--- config.mk ---
export PLATFORM = sky130hd
export DESIGN_NAME = array_reduce_engine
export DESIGN_NICKNAME = d
export VERILOG_FILES = /design/src/rtl/array_reduce_engine_pkg.sv /design/src/rtl/array_reduce_engine_reduce_alu.sv /design/src/rtl/array_reduce_engine.sv
export SDC_FILE = /design/constraint.sdc
export NUM_CORES = 1
export LEC_CHECK = 0
export ABC_AREA = 0
export CELL_PAD_IN_SITES_DETAIL_PLACEMENT = 0
export CELL_PAD_IN_SITES_GLOBAL_PLACEMENT = 2
export CORE_ASPECT_RATIO = 1.25
export CORE_MARGIN = 2
export CORE_UTILIZATION = 37
export CTS_CLUSTER_SIZE = 10
export DETAILED_ROUTE_END_ITERATION = 12
export GPL_ROUTABILITY_DRIVEN = 1
export HOLD_SLACK_MARGIN = 0.03
export PLACE_DENSITY = 0.94
export SETUP_SLACK_MARGIN = 0.02
export SLEW_MARGIN = 25
export SYNTH_ARGS = -nofsm -noshare
export SYNTH_HDL_FRONTEND = slang
export SYNTH_HIERARCHICAL = 1
export SYNTH_SLANG_ARGS = --single-unit
--- constraint.sdc ---
create_clock -name clk -period 8.1 [get_ports clk]
set_clock_uncertainty 0.05 [all_clocks]
set_input_delay 0.81 -clock clk [delete_from_list [all_inputs] [get_ports clk]]
set_output_delay 0.81 -clock clk [all_outputs]
set_load 0.05 [all_outputs]
--- src/rtl/array_reduce_engine_pkg.sv ---
// Shared types and helpers for the array reduce engine: operation and state
// encodings, accumulator identities and the write-back saturator.
package array_reduce_engine_pkg;

    typedef enum logic [1:0] {
        MODE_SUM    = 2'd0,
        MODE_MIN    = 2'd1,
        MODE_MAX    = 2'd2,
        MODE_PREFIX = 2'd3
    } mode_e;

    typedef enum logic [2:0] {
        ST_IDLE = 3'd0,
        ST_RD   = 3'd1,
        ST_WAIT = 3'd2,
        ST_ACC  = 3'd3,
        ST_WR   = 3'd4,
        ST_DONE = 3'd5
    } state_e;

    // Widths up to 64 bits; callers truncate to their own width.
    function automatic logic [63:0] max_pos(input int w);
        return (64'd1 << (w - 1)) - 64'd1;
    endfunction

    function automatic logic [63:0] min_neg(input int w);
        return ~max_pos(w);
    endfunction

    function automatic logic [63:0] ident_for_mode(input mode_e m, input int w);
        case (m)
            MODE_MIN: return max_pos(w);
            MODE_MAX: return min_neg(w);
            default:  return 64'd0;
        endcase
    endfunction

    function automatic logic [63:0] sat_to_width(input logic signed [63:0] v, input int w,
                                                 output logic clipped);
        logic signed [63:0] hi;
        logic signed [63:0] lo;
        hi = $signed(max_pos(w));
        lo = $signed(min_neg(w));
        clipped = 1'b0;
        if (v > hi) begin
            clipped = 1'b1;
            return hi;
        end
        if (v < lo) begin
            clipped = 1'b1;
            return lo;
        end
        return v;
    endfunction

endpackage

--- src/rtl/array_reduce_engine_reduce_alu.sv ---
// Combinational reduction step: folds one sign-extended element into the
// accumulator for SUM/PREFIX (wrapping add) or MIN/MAX (signed compare).
module array_reduce_engine_reduce_alu import array_reduce_engine_pkg::*; #(
    parameter int ACC_W = 16
) (
    input  mode_e                   mode,
    input  logic signed [ACC_W-1:0] acc,
    input  logic signed [ACC_W-1:0] elem,
    output logic signed [ACC_W-1:0] acc_next,
    output logic                    ovf
);

    logic signed [ACC_W-1:0] sum;

    always_comb begin
        sum      = acc + elem;
        acc_next = acc;
        ovf      = 1'b0;
        case (mode)
            // Strict compares so ties keep the older value.
            MODE_MIN: if (elem < acc) acc_next = elem;
            MODE_MAX: if (elem > acc) acc_next = elem;
            default: begin
                acc_next = sum;
                ovf      = (acc[ACC_W-1] == elem[ACC_W-1]) && (sum[ACC_W-1] != acc[ACC_W-1]);
            end
        endcase
    end

endmodule

--- src/rtl/array_reduce_engine.sv ---
// Walks a window of a synchronous array RAM and reduces it (SUM/MIN/MAX) or
// rewrites it in place as a saturated prefix sum.
module array_reduce_engine import array_reduce_engine_pkg::*; #(
    parameter int DATA_W  = 8,
    parameter int ADDR_W  = 5,
    parameter int ACC_W   = 16,
    parameter int MEM_LAT = 1
) (
    input  logic              clk,
    input  logic              rst,
    input  logic              start,
    input  logic [1:0]        mode,
    input  logic [ADDR_W-1:0] base_addr,
    input  logic [ADDR_W:0]   length,
    output logic [ADDR_W-1:0] mem_addr,
    input  logic [DATA_W-1:0] mem_rdata,
    output logic              mem_wren,
    output logic [DATA_W-1:0] mem_wdata,
    output logic              busy,
    output logic              done,
    output logic [ACC_W-1:0]  result,
    output logic [ADDR_W:0]   index,
    output logic              ovf,
    output logic              sat,
    output logic              err
);

    localparam int            DEPTH   = 2 ** ADDR_W;
    localparam logic [ADDR_W:0] DEPTH_L = (ADDR_W + 1)'(DEPTH);

    state_e                  state_q, state_d;
    mode_e                   mode_q, mode_d;
    logic [ADDR_W:0]         len_q, len_d, index_d, index_inc;
    logic signed [ACC_W-1:0] acc_q, acc_d, alu_next, elem_ext;
    logic                    alu_ovf;
    logic [ADDR_W-1:0]       mem_addr_d;
    logic                    mem_wren_d;
    logic [DATA_W-1:0]       mem_wdata_d;
    logic [ACC_W-1:0]        result_d;
    logic                    ovf_d, sat_d, err_d;
    logic signed [63:0]      acc_wide;
    logic                    clip;

    assign elem_ext = ACC_W'($signed(mem_rdata));

    array_reduce_engine_reduce_alu #(.ACC_W(ACC_W)) u_alu (
        .mode     (mode_q),
        .acc      (acc_q),
        .elem     (elem_ext),
        .acc_next (alu_next),
        .ovf      (alu_ovf)
    );

    assign busy = (state_q == ST_RD) || (state_q == ST_WAIT) ||
                  (state_q == ST_ACC) || (state_q == ST_WR);
    assign done = (state_q == ST_DONE);

    always_ff @(posedge clk) begin
        if (rst) begin
            state_q   <= ST_IDLE;
            mode_q    <= MODE_SUM;
            len_q     <= '0;
            acc_q     <= '0;
            index     <= '0;
            mem_addr  <= '0;
            mem_wren  <= 1'b0;
            mem_wdata <= '0;
            result    <= '0;
            ovf       <= 1'b0;
            sat       <= 1'b0;
            err       <= 1'b0;
        end else begin
            state_q   <= state_d;
            mode_q    <= mode_d;
            len_q     <= len_d;
            acc_q     <= acc_d;
            index     <= index_d;
            mem_addr  <= mem_addr_d;
            mem_wren  <= mem_wren_d;
            mem_wdata <= mem_wdata_d;
            result    <= result_d;
            ovf       <= ovf_d;
            sat       <= sat_d;
            err       <= err_d;
        end
    end

    always_comb begin
        state_d     = state_q;
        mode_d      = mode_q;
        len_d       = len_q;
        acc_d       = acc_q;
        index_d     = index;
        index_inc   = index + (ADDR_W + 1)'(1);
        mem_addr_d  = mem_addr;
        mem_wren_d  = 1'b0;
        mem_wdata_d = mem_wdata;
        result_d    = result;
        ovf_d       = ovf;
        sat_d       = sat;
        err_d       = err;
        clip        = 1'b0;
        acc_wide    = 64'(alu_next);

        case (state_q)
            ST_IDLE: begin
                if (start) begin
                    ovf_d    = 1'b0;
                    sat_d    = 1'b0;
                    err_d    = 1'b0;
                    index_d  = '0;
                    result_d = '0;
                    mode_d   = mode_e'(mode);
                    len_d    = length;
                    if (length == '0) begin
                        acc_d   = ACC_W'(ident_for_mode(mode_e'(mode), ACC_W));
                        state_d = ST_DONE;
                    end else if (length > DEPTH_L) begin
                        err_d   = 1'b1;
                        acc_d   = '0;
                        state_d = ST_DONE;
                    end else begin
                        mem_addr_d = base_addr;
                        acc_d      = ACC_W'(ident_for_mode(mode_e'(mode), ACC_W));
                        state_d    = ST_RD;
                    end
                end
            end
            ST_RD:   state_d = (MEM_LAT == 2) ? ST_WAIT : ST_ACC;
            ST_WAIT: state_d = ST_ACC;
            ST_ACC: begin
                acc_d   = alu_next;
                index_d = index_inc;
                if (alu_ovf) ovf_d = 1'b1;
                if (mode_q == MODE_PREFIX) begin
                    // Write-back is registered so the RAM sees it during WR.
                    mem_wren_d  = 1'b1;
                    mem_wdata_d = DATA_W'(sat_to_width(acc_wide, DATA_W, clip));
                    if (clip) sat_d = 1'b1;
                    state_d = ST_WR;
                end else if (index_inc == len_q) begin
                    state_d = ST_DONE;
                end else begin
                    mem_addr_d = mem_addr + ADDR_W'(1);
                    state_d    = ST_RD;
                end
            end
            ST_WR: begin
                if (index == len_q) begin
                    state_d = ST_DONE;
                end else begin
                    mem_addr_d = mem_addr + ADDR_W'(1);
                    state_d    = ST_RD;
                end
            end
            ST_DONE: state_d = ST_IDLE;
            default: state_d = ST_IDLE;
        endcase

        // Result is published on the same edge that enters DONE.
        if (state_d == ST_DONE && state_q != ST_DONE) result_d = acc_d;
    end

endmodule

======== After elaboration in Yosys (flattened, before gate mapping) ========
Cells that the tools add are included.
word-level totals
  register bits ........................... 66
  logic and storage cells ................. 119
  output and inout bits ................... 41
cells by class
  reduce and logical (&&, ||, !) cells .... 21
  magnitude comparators ................... 5
  multiplexer cells ....................... 52
  add/sub/neg operators ................... 3
  eq/ne operators ......................... 25
  bitwise gates (word level) .............. 1
operator list
  cell                                                            number
  2-to-1 mux 16 bit                                               8
  case mux 16 bit (2 select lines)                                3
  2-to-1 mux 8 bit                                                4
  2-to-1 mux 5 bit                                                6
  2-to-1 mux 1 bit                                                19
  2-to-1 mux 3 bit                                                6
  adder 16 x 8 -> 16 bit                                          1
  greater-than comparator 16 x 8 -> 1 bit, second input constant  1
  greater-than comparator 8 x 16 -> 1 bit                         1
  less-than comparator 16 x 8 -> 1 bit, second input constant     1
  less-than comparator 8 x 16 -> 1 bit                            1
  case mux 5 bit (3 select lines)                                 1
  != test 2 bit, second input constant                            7
  == test 6 bit                                                   2
  case mux 3 bit (4 select lines)                                 1
  case mux 6 bit (2 select lines)                                 1
  == test 3 bit, second input constant                            3
  AND reduction 2 bit                                             4
  AND reduction 7 bit                                             1
  adder 6 x 1 -> 6 bit, second input constant                     1
  == test 2 bit, second input constant                            3
  == test 3 x 2 -> 1 bit, second input constant                   2
  greater-than comparator 6 bit, second input constant            1
  zero test 6 bit                                                 1
  other kinds (18)                                                28

======== Logic depth before layout (Yosys ltp) ========
Gate-level depths: netlist of run 1.
  depth after elaboration ................. 13
  gate-level depth with buffers ........... 16

======== Hierarchy ========
Netlist of run 1, hierarchy kept.
modules (own cells, without submodules)
  module                          cells each  instances  area each (um^2)
  array_reduce_engine             353         1          3,196.8
  array_reduce_engine_reduce_alu  268         1          1,973.1

======== Worst setup path before layout of run 1 ========
No wires, ideal clock.
  kind .................................... input -> register
  start point ............................. input mem_rdata[5]
  end point ............................... register result[1]
  slack ................................... 4.259 ns
  data arrival time ....................... 3.732 ns
  cell stages on the path ................. 14
  buffers on the path ..................... 2
  path through ............................ ha_1 -> buf_6 -> a21oi_2 -> o21ai_1 -> a221o_2 -> o31a_4 -> nor2_4 -> buf_6 -> mux2_4 -> o211ai_2 -> o21ai_0 -> nor3b_1 -> a2111oi_0 -> mux2_4
between the ends
  word-level cells in the longest chain between the ends .. 5
ends and longest elaborated chain
  element                                                                                                 line                                                                        RTL
  from (decl)                                                                                             array_reduce_engine.sv:16                                                   input logic [DATA_W-1:0] mem_rdata,
  greater-than comparator 8 x 16 -> 1 bit / less-than comparator 8 x 16 -> 1 bit (equally long branches)  array_reduce_engine_reduce_alu.sv:22, array_reduce_engine_reduce_alu.sv:21
  2-to-1 mux 16 bit, on equally long branches                                                             array_reduce_engine_reduce_alu.sv:22, array_reduce_engine_reduce_alu.sv:21
  case mux 16 bit (2 select lines) *                                                                      array_reduce_engine_reduce_alu.sv:19                                        case (mode)
  via alu_next[1]                                                                                         array_reduce_engine.sv:34                                                   logic signed [ACC_W-1:0] acc_q, acc_d, alu_next, elem_ext;
  case mux 16 bit (2 select lines) *                                                                      array_reduce_engine.sv:105                                                  case (state_q)
  2-to-1 mux 16 bit *                                                                                     array_reduce_engine.sv:161                                                  if (state_d == ST_DONE && state_q != ST_DONE) result_d = acc_d;
  to (signal assigned)                                                                                    array_reduce_engine.sv:81                                                   result <= result_d;
  to (decl)                                                                                               array_reduce_engine.sv:21                                                   output logic [ACC_W-1:0] result,
Mark *: on every way through the listed nets, which the timed path passes. The rest lies on a longest branch.
A chain may end at the register's enable or synchronous reset.

======== Final worst setup path of run 1 ========
  start point ............................. input mem_rdata[5]
  end point ............................... register result[4]
The elaborated chain is that of the path after synthesis.

==> results_dict.tcl, run 1 <==
set metrics [dict create \
    drtAntennaViolNets 0 \
    drt_first_pass_iters 5 \
    clk_pin_slew_ns 0.06 \
    timing.fmax_ghz 0.212 \
    drc 0 \
    yosysWarningCount 6 \
    unrepaired_setup_endpoints_after_global_routing "no" \
    critPathLaunchType "input port" \
    worst_ep_arrival_time_ns 4.94 \
    timing.final.setup_violations 0 \
    flip_flop_and_latch_count_after_synthesis 66 \
    dieWidth_um 110 \
    irDropWorstVdd_uv 105 \
    avgViaCountPerCell 5.72 \
    cts_hold_repair.buffers 0 \
    wire_length_per_cell_um 17.9 \
    r2r_cells 13 \
    drive_gt1_frac 0.0997 \
    critPathCaptureType "register" \
    leakagePower_uw 0.00232 \
    dieArea_um2 14900 \
    hold-path-endpoint "mem_wdata[0]" \
    min-delay-start "mem_wdata[0]" \
    timing.critical_path.fanout_max 8 \
    netlist-cell-type-count 80 \
    wire_length_of_the_first_global_routing_pass_mm 23.9 \
    clock_tree.buffer_depth 2 \
    r2r_slack_ns 3.84 \
    die_height_um 136 \
    tightestPinTransition_ns 0.922 \
    cts-htree-levels 3 \
    floorplan.rows 48 \
    timing.setup.tns_ns 0 \
    port_buffers 64 \
    synth_fp_nets 681 \
    power.total_uw 1290 \
    post_cts_setup_buffer_count 0 \
    gp_congestion 0.935 \
    cts.sinks 66 \
    drt_first_iter_violations 287 \
    maximum_number_of_pins_on_one_net_before_global_route_repair 54 \
    insertion_delay_ns 0.33 \
    floorplan.initialDensity 0.376 \
    post_layout_nets 727 \
    synth-edff-count 0 \
    area_growth_pct 20.0 \
    min_delay_path_depth 2 \
    rr_endpoint "result[4]" \
    fin_crit_ns 4.71 \
    status "finished, final reports clean" \
    route.vias.total 4843 \
    mappedNetlistArea_um2 5170 \
    max_cap_viol_count 0 \
    n_antenna_cell 0 \
    crit_path_start "mem_rdata[5]" \
    synth_sequential_area_ratio 0.256 \
    post_cts_sizing 0 \
    slew_headroom 0.380 \
    postSynthCellCount 621 \
    post_synth.cell_area_avg_um2 8.33 \
    synthFlopType "sky130_fd_sc_hd__dfxtp_1" \
    globalRoute.totalOverflow 0 \
    grtUsageTotal 0.205 \
    async_flop_share 0 \
    power.density_nw_per_um2 208 \
    cts-root-buf "sky130_fd_sc_hd__clkbuf_16" \
    antenna_violations_before_repair 0 \
    cts-buffers-inserted 9 \
    dpl.hpwl_mm 11.6 \
    hold_viol_final 0 \
    post_route_fraction_of_the_period_consumed_by_the_critical_path 0.582 \
    min-delay-path-class "reg -> reg" \
    vias_in_the_first_global_route 4607 \
    detail_route.wirelength_mm 15.1 \
    drv_slew 0 \
    critPathRequiredTime_ns 8.33 \
    cts_tree "done" \
    critical_path.reg2reg.startpoint "acc_q[13]" \
    core_um2 13800 \
    setup.worst_path.class "in -> reg" \
    design.portCount 65 \
    layout.filler_cells 1361 \
]
## layout by cell type, fill, tap and decap left out, types with 6 or more instances in the layout
cell type,count
sky130_fd_sc_hd__xor2_1,6
sky130_fd_sc_hd__nand2_1,56
sky130_fd_sc_hd__mux2i_1,14
sky130_fd_sc_hd__nand2b_1,19
sky130_fd_sc_hd__xnor2_1,16
sky130_fd_sc_hd__nand4_1,7
sky130_fd_sc_hd__o21ai_0,23
sky130_fd_sc_hd__nor3b_1,13
sky130_fd_sc_hd__nand3_1,10
sky130_fd_sc_hd__nor2_1,42
sky130_fd_sc_hd__mux2_4,11
sky130_fd_sc_hd__ha_1,35
sky130_fd_sc_hd__inv_1,39
sky130_fd_sc_hd__mux2_2,9
sky130_fd_sc_hd__o211ai_1,16
sky130_fd_sc_hd__or3_1,6
sky130_fd_sc_hd__nor3_1,12
sky130_fd_sc_hd__nor2b_1,8
sky130_fd_sc_hd__clkdlybuf4s50_1,63
sky130_fd_sc_hd__o221ai_1,9
sky130_fd_sc_hd__clkbuf_16,9
sky130_fd_sc_hd__dfxtp_1,66
sky130_fd_sc_hd__and2_1,18
sky130_fd_sc_hd__nor4_1,8
sky130_fd_sc_hd__a21oi_1,44
sky130_fd_sc_hd__a2111oi_0,11
## flip-flops by register name (all words and copies together) (netlist names)
register,cells
result,16
index,6
acc_q,16
mem_addr,5
err,1
mem_wdata,8
ovf,1
mem_wren,1
mode_q,2
len_q,6
state_q,3
sat,1
## routing by layer
metal,wire [um],vias to the layer above,share of wire,track usage
met5,0,-,0,0
met3,602,33,0.040,0.0244
met4,639,0,0.042,0.0985
li1,-,2352,-,-
met1,6420,2325,0.42,0.255
met2,7480,133,0.49,0.346
## worst max-delay path: stages
cell,delay [ns]
sky130_fd_sc_hd__clkdlybuf4s50_1,0.50
sky130_fd_sc_hd__ha_1,0.43
sky130_fd_sc_hd__a21oi_2,0.16
sky130_fd_sc_hd__o21ai_1,0.11
sky130_fd_sc_hd__a221o_2,0.44
sky130_fd_sc_hd__o31ai_4,0.25
sky130_fd_sc_hd__and2_1,0.47
sky130_fd_sc_hd__mux2i_1,0.16
sky130_fd_sc_hd__o221ai_1,0.41
sky130_fd_sc_hd__o21ai_0,0.20
sky130_fd_sc_hd__nor3b_1,0.19
sky130_fd_sc_hd__a2111oi_0,0.57
sky130_fd_sc_hd__mux2_4,0.26
## synth_stat cells, drive strengths merged (10+ instances only)
master	count	area, um2
dfxtp	66	1320
nand2	56	210
a21oi	46	238
nor2	44	173
inv	39	146
ha	35	438
o21ai	27	135
clkbuf	24	90.1
mux2	21	278
nand2b	19	119
and2	18	113
o211ai	18	145
xnor2	16	140
mux2i	14	140
a2111oi	13	139
nor3	13	70.1
nor3b	13	97.6
nand3	11	60.1
nor4	10	83.8
## through the flow
step           instance area (um2)  hold slack [ns]  setup WS, ns  instances   util
6_report                      6200            0.420          3.39        847  0.451
5_1_grt                       6200            0.442          3.04        847  0.451
4_1_cts                       6190            0.417          2.62        846  0.450
3_5_place_dp                  5890            0.408          2.28        830  0.428
3_3_place_gp                  5890            0.406          2.45        830  0.428
2_1_floorplan                 5170            0.398          4.26        621      -
## logic make-up (layout without fill, tap and decap cells)
kind of cell / after synthesis / after routing / synth area share
and+or+nand+nor: 225 / 225 / 0.236
AOI/OAI and AO/OA: 165 / 165 / 0.238
buffers and inverters: 71 / 122 / 0.0588
DFF: 66 / 66 / 0.256
adders and majority gates: 36 / 36 / 0.0886
muxes: 35 / 35 / 0.0808
xor gates and xnor gates: 23 / 23 / 0.0416
## layout make-up
cell class              instances  area [um2]  share of cell area
clock buffers                   9         225              0.0363
clock inverters                 7        82.6              0.0133
inverters                      39         146              0.0236
multi-input cells             484        3550               0.572
flip-flops and latches         66        1320               0.213
well taps                     175         219              0.0353
repair buffers                 67         662               0.107
## how the worst max path moves through the flow
stage,end,slack (ns),depth (start not counted)
detailed placement,result[5],2.28,13
finish,result[4],3.39,13
CTS,result[2],2.62,13
global placement,result[12],2.45,13
floorplan,result[1],4.26,14
global route,result[12],3.04,13
## power breakdown
group          internal [uW]  switching [uW]
Sequential               350            38.5
Combinational            184             308
Clock                    244             164
Power figures use the tool's default switching activity.
==> run 2: changes to the inputs <==
Settings changed: CORE_UTILIZATION 37 to 34, PLACE_DENSITY 0.94 to 0.88.
Clock period 8.1 ns to 4.75 ns, I/O delays scaled along.
==> run 2 against run 1 <==
Net effect:
- first-iteration DRC count is 23% higher
- non-clock buffer count grew 14
- sequential cell count stayed put
- sequential power is 71% higher
- global-route usage decreased by 0.77 points
- via count rose by 0.43%
- setup slack worse by 3.1 ns
- design area grew 1.8%
- largest cell class unchanged
- total power is 71% higher
==> results_dict.tcl, run 2 (synthesis gave the netlist of run 1 again) <==
set metrics [dict create \
    clock_tree.buffer_depth 2 \
    leakagePower_uw 0.00239 \
    core_um2 15000 \
    crit_family "compound AO/OA/AOI/OAI gates" \
    n_antenna_cell 0 \
    drt_first_pass_iters 5 \
    timing.critical_path.fanout_max 29 \
    min-delay-path-class "reg -> reg" \
    drc 0 \
    max_cap_viol_count 0 \
    timing.final.setup_violations 0 \
    drt_first_iter_violations 354 \
    layout.filler_cells 1496 \
    crit_path_max_incr_delay_ns 0.64 \
    gp_congestion 0.944 \
    timing.setup.tns_ns 0 \
    final_area_um2 6310 \
    route.vias.total 4864 \
    internal-power_uw 1370 \
    post_cts_sizing 0 \
    grtUsageTotal 0.197 \
    floorplan.initialDensity 0.346 \
    tightestPinTransition_ns 0.906 \
    vias_in_the_first_global_route 4773 \
    wire_length_per_cell_um 17.8 \
    area_growth_pct 22.1 \
    power_frac_seq 0.302 \
    setup.worst_path.class "in -> reg" \
    cts_tree "done" \
    antenna_violations_before_repair 0 \
    power.switching_uw 832 \
    wire_length_of_the_first_global_routing_pass_mm 25.1 \
    reg.largest.list "acc_q (16), result (16), mem_wdata (8)" \
    status "finished, final reports clean" \
    slew_headroom 0.391 \
    drtAntennaViolNets 0 \
    worst_ep_arrival_time_ns 4.60 \
    irDropWorstVdd_uv 180 \
    placement.cell_area_um2 6010 \
    dieArea_um2 16200 \
    drv_slew 0 \
    worst_path_max_delay_cell "sky130_fd_sc_hd__or4_1" \
    dpl.hpwl_mm 12.0 \
    critical_path.cell_chain "clkdlybuf4s50_1, buf_12, ha_1, or4_1, a2111oi_2, nor2_1, a31oi_1, a221oi_1, mux2i_1, a221o_1, nor4_1, a21oi_1, o211ai_1, a21oi_1" \
    post_layout_nets 741 \
    timing.fmax_ghz 0.225 \
    power.combinational.fraction 0.404 \
    critPathRequiredTime_ns 4.90 \
    final_core_density 0.422 \
    final_common_cell "sky130_fd_sc_hd__dfxtp_1" \
    detail_route.wirelength_mm 15.4 \
    floorplan.rows 50 \
    cts-htree-levels 3 \
    commonest_non_fill_non_tap_cells_in_the_layout "66 x sky130_fd_sc_hd__dfxtp_1, 64 x sky130_fd_sc_hd__clkdlybuf4s50_1, 56 x sky130_fd_sc_hd__nand2_1" \
    maximum_number_of_pins_on_one_net_before_global_route_repair 30 \
    drive_gt1_frac 0.112 \
    cts.sinks 66 \
    fin_crit_ns 4.45 \
    hold_viol_final 0 \
    port_buffers 64 \
    avgViaCountPerCell 5.61 \
    critPathLaunchType "input port" \
    dp_slack_ns 0.0301 \
    post_route_fraction_of_the_period_consumed_by_the_critical_path 0.936 \
    netSwitchingFraction 0.378 \
    globalRoute.totalOverflow 0 \
    cts-buffers-inserted 9 \
    critPathMostFrequentCell "sky130_fd_sc_hd__a21oi_1" \
    final_critical_path_setup_slack_ns 0.303 \
    unrepaired_setup_endpoints_after_global_routing "no" \
    cts_hold_repair.buffers 0 \
    critPathCaptureType "register" \
    die_height_um 142 \
    post-place-cells 851 \
    design.portCount 65 \
    cts-root-buf "sky130_fd_sc_hd__clkbuf_16" \
    critical_path_buf_inv_count 2 \
    post_cts_setup_buffer_count 0 \
    power.share.clock 0.294 \
    final_cells 867 \
    dieWidth_um 114 \
    power.density_nw_per_um2 348 \
    clk_pin_slew_ns 0.05 \
    insertion_delay_ns 0.33 \
]
-- run 2: cell types whose count changed in the layout (fill, tap and decap cells not counted), sizes merged --
cell / delta
buf: +13
inv: -4
clkbuf: +3
clkinv: +2
clkinvlp: -2
clkdlybuf4s50: +1
-- run 2: power by group through the flow --
stage	clock network, uW	logic (uW)	registers (uW)
after floorplan	0	589	683
after global routing	690	978	670
after detailed placement	0	882	675
final	647	888	663
after CTS	664	888	663
after global placement	0	876	673
-- run 2: final timing paths --
| path | from | to | slack (ns) | cells after the start |
|---|---|---|---|---|
| setup / recovery | mem_rdata[7] | mem_wdata[1] | 0.30 | 14 |
| hold / removal | mem_wdata[6] | mem_wdata[6] | 0.40 | 2 |
| hold reg to reg | mem_wdata[6] | mem_wdata[6] | 0.40 | 2 |
| setup reg to reg | acc_q[13] | result[12] | 0.54 | 13 |
-- run 2: routing by layer --
metal / GRT usage / up-vias / part of all wire
li1: - / 2380 / -
met1: 0.238 / 2335 / 0.42
met2: 0.341 / 123 / 0.50
met3: 0.0376 / 26 / 0.039
met4: 0.0828 / 0 / 0.035
met5: 0 / - / 0
-- run 2: worst reg2reg max path: stages, from the launching register on --
cell,delay [ns]
sky130_fd_sc_hd__dfxtp_1,0.49
sky130_fd_sc_hd__inv_1,0.15
sky130_fd_sc_hd__ha_1,0.40
sky130_fd_sc_hd__nand4_2,0.17
sky130_fd_sc_hd__nor2_1,0.08
sky130_fd_sc_hd__a221o_2,0.40
sky130_fd_sc_hd__o31a_4,0.33
sky130_fd_sc_hd__nor2_4,0.21
sky130_fd_sc_hd__mux2_2,0.37
sky130_fd_sc_hd__o221ai_1,0.34
sky130_fd_sc_hd__o21ai_0,0.19
sky130_fd_sc_hd__nor3b_1,0.18
sky130_fd_sc_hd__a2111oi_0,0.55
sky130_fd_sc_hd__mux2_2,0.25
-- run 2: layout make-up --
| type | count | area (um2) | area share |
|---|---|---|---|
| clock buffer | 12 | 246 | 0.0390 |
| clock inverter | 3 | 40.0 | 0.00634 |
| inverter | 39 | 146 | 0.0232 |
| multi-input combinational | 484 | 3550 | 0.562 |
| sequential | 66 | 1320 | 0.209 |
| tap | 182 | 228 | 0.0361 |
| timing repair buffer | 81 | 785 | 0.124 |
-- run 2: through the flow --
stage / hold slack (ns) / power (uW)
final: 0.401 / 2200
after global routing: 0.429 / 2340
after CTS: 0.404 / 2210
after detailed placement: 0.396 / 1560
after global placement: 0.398 / 1550
after floorplan: 0.398 / 1270
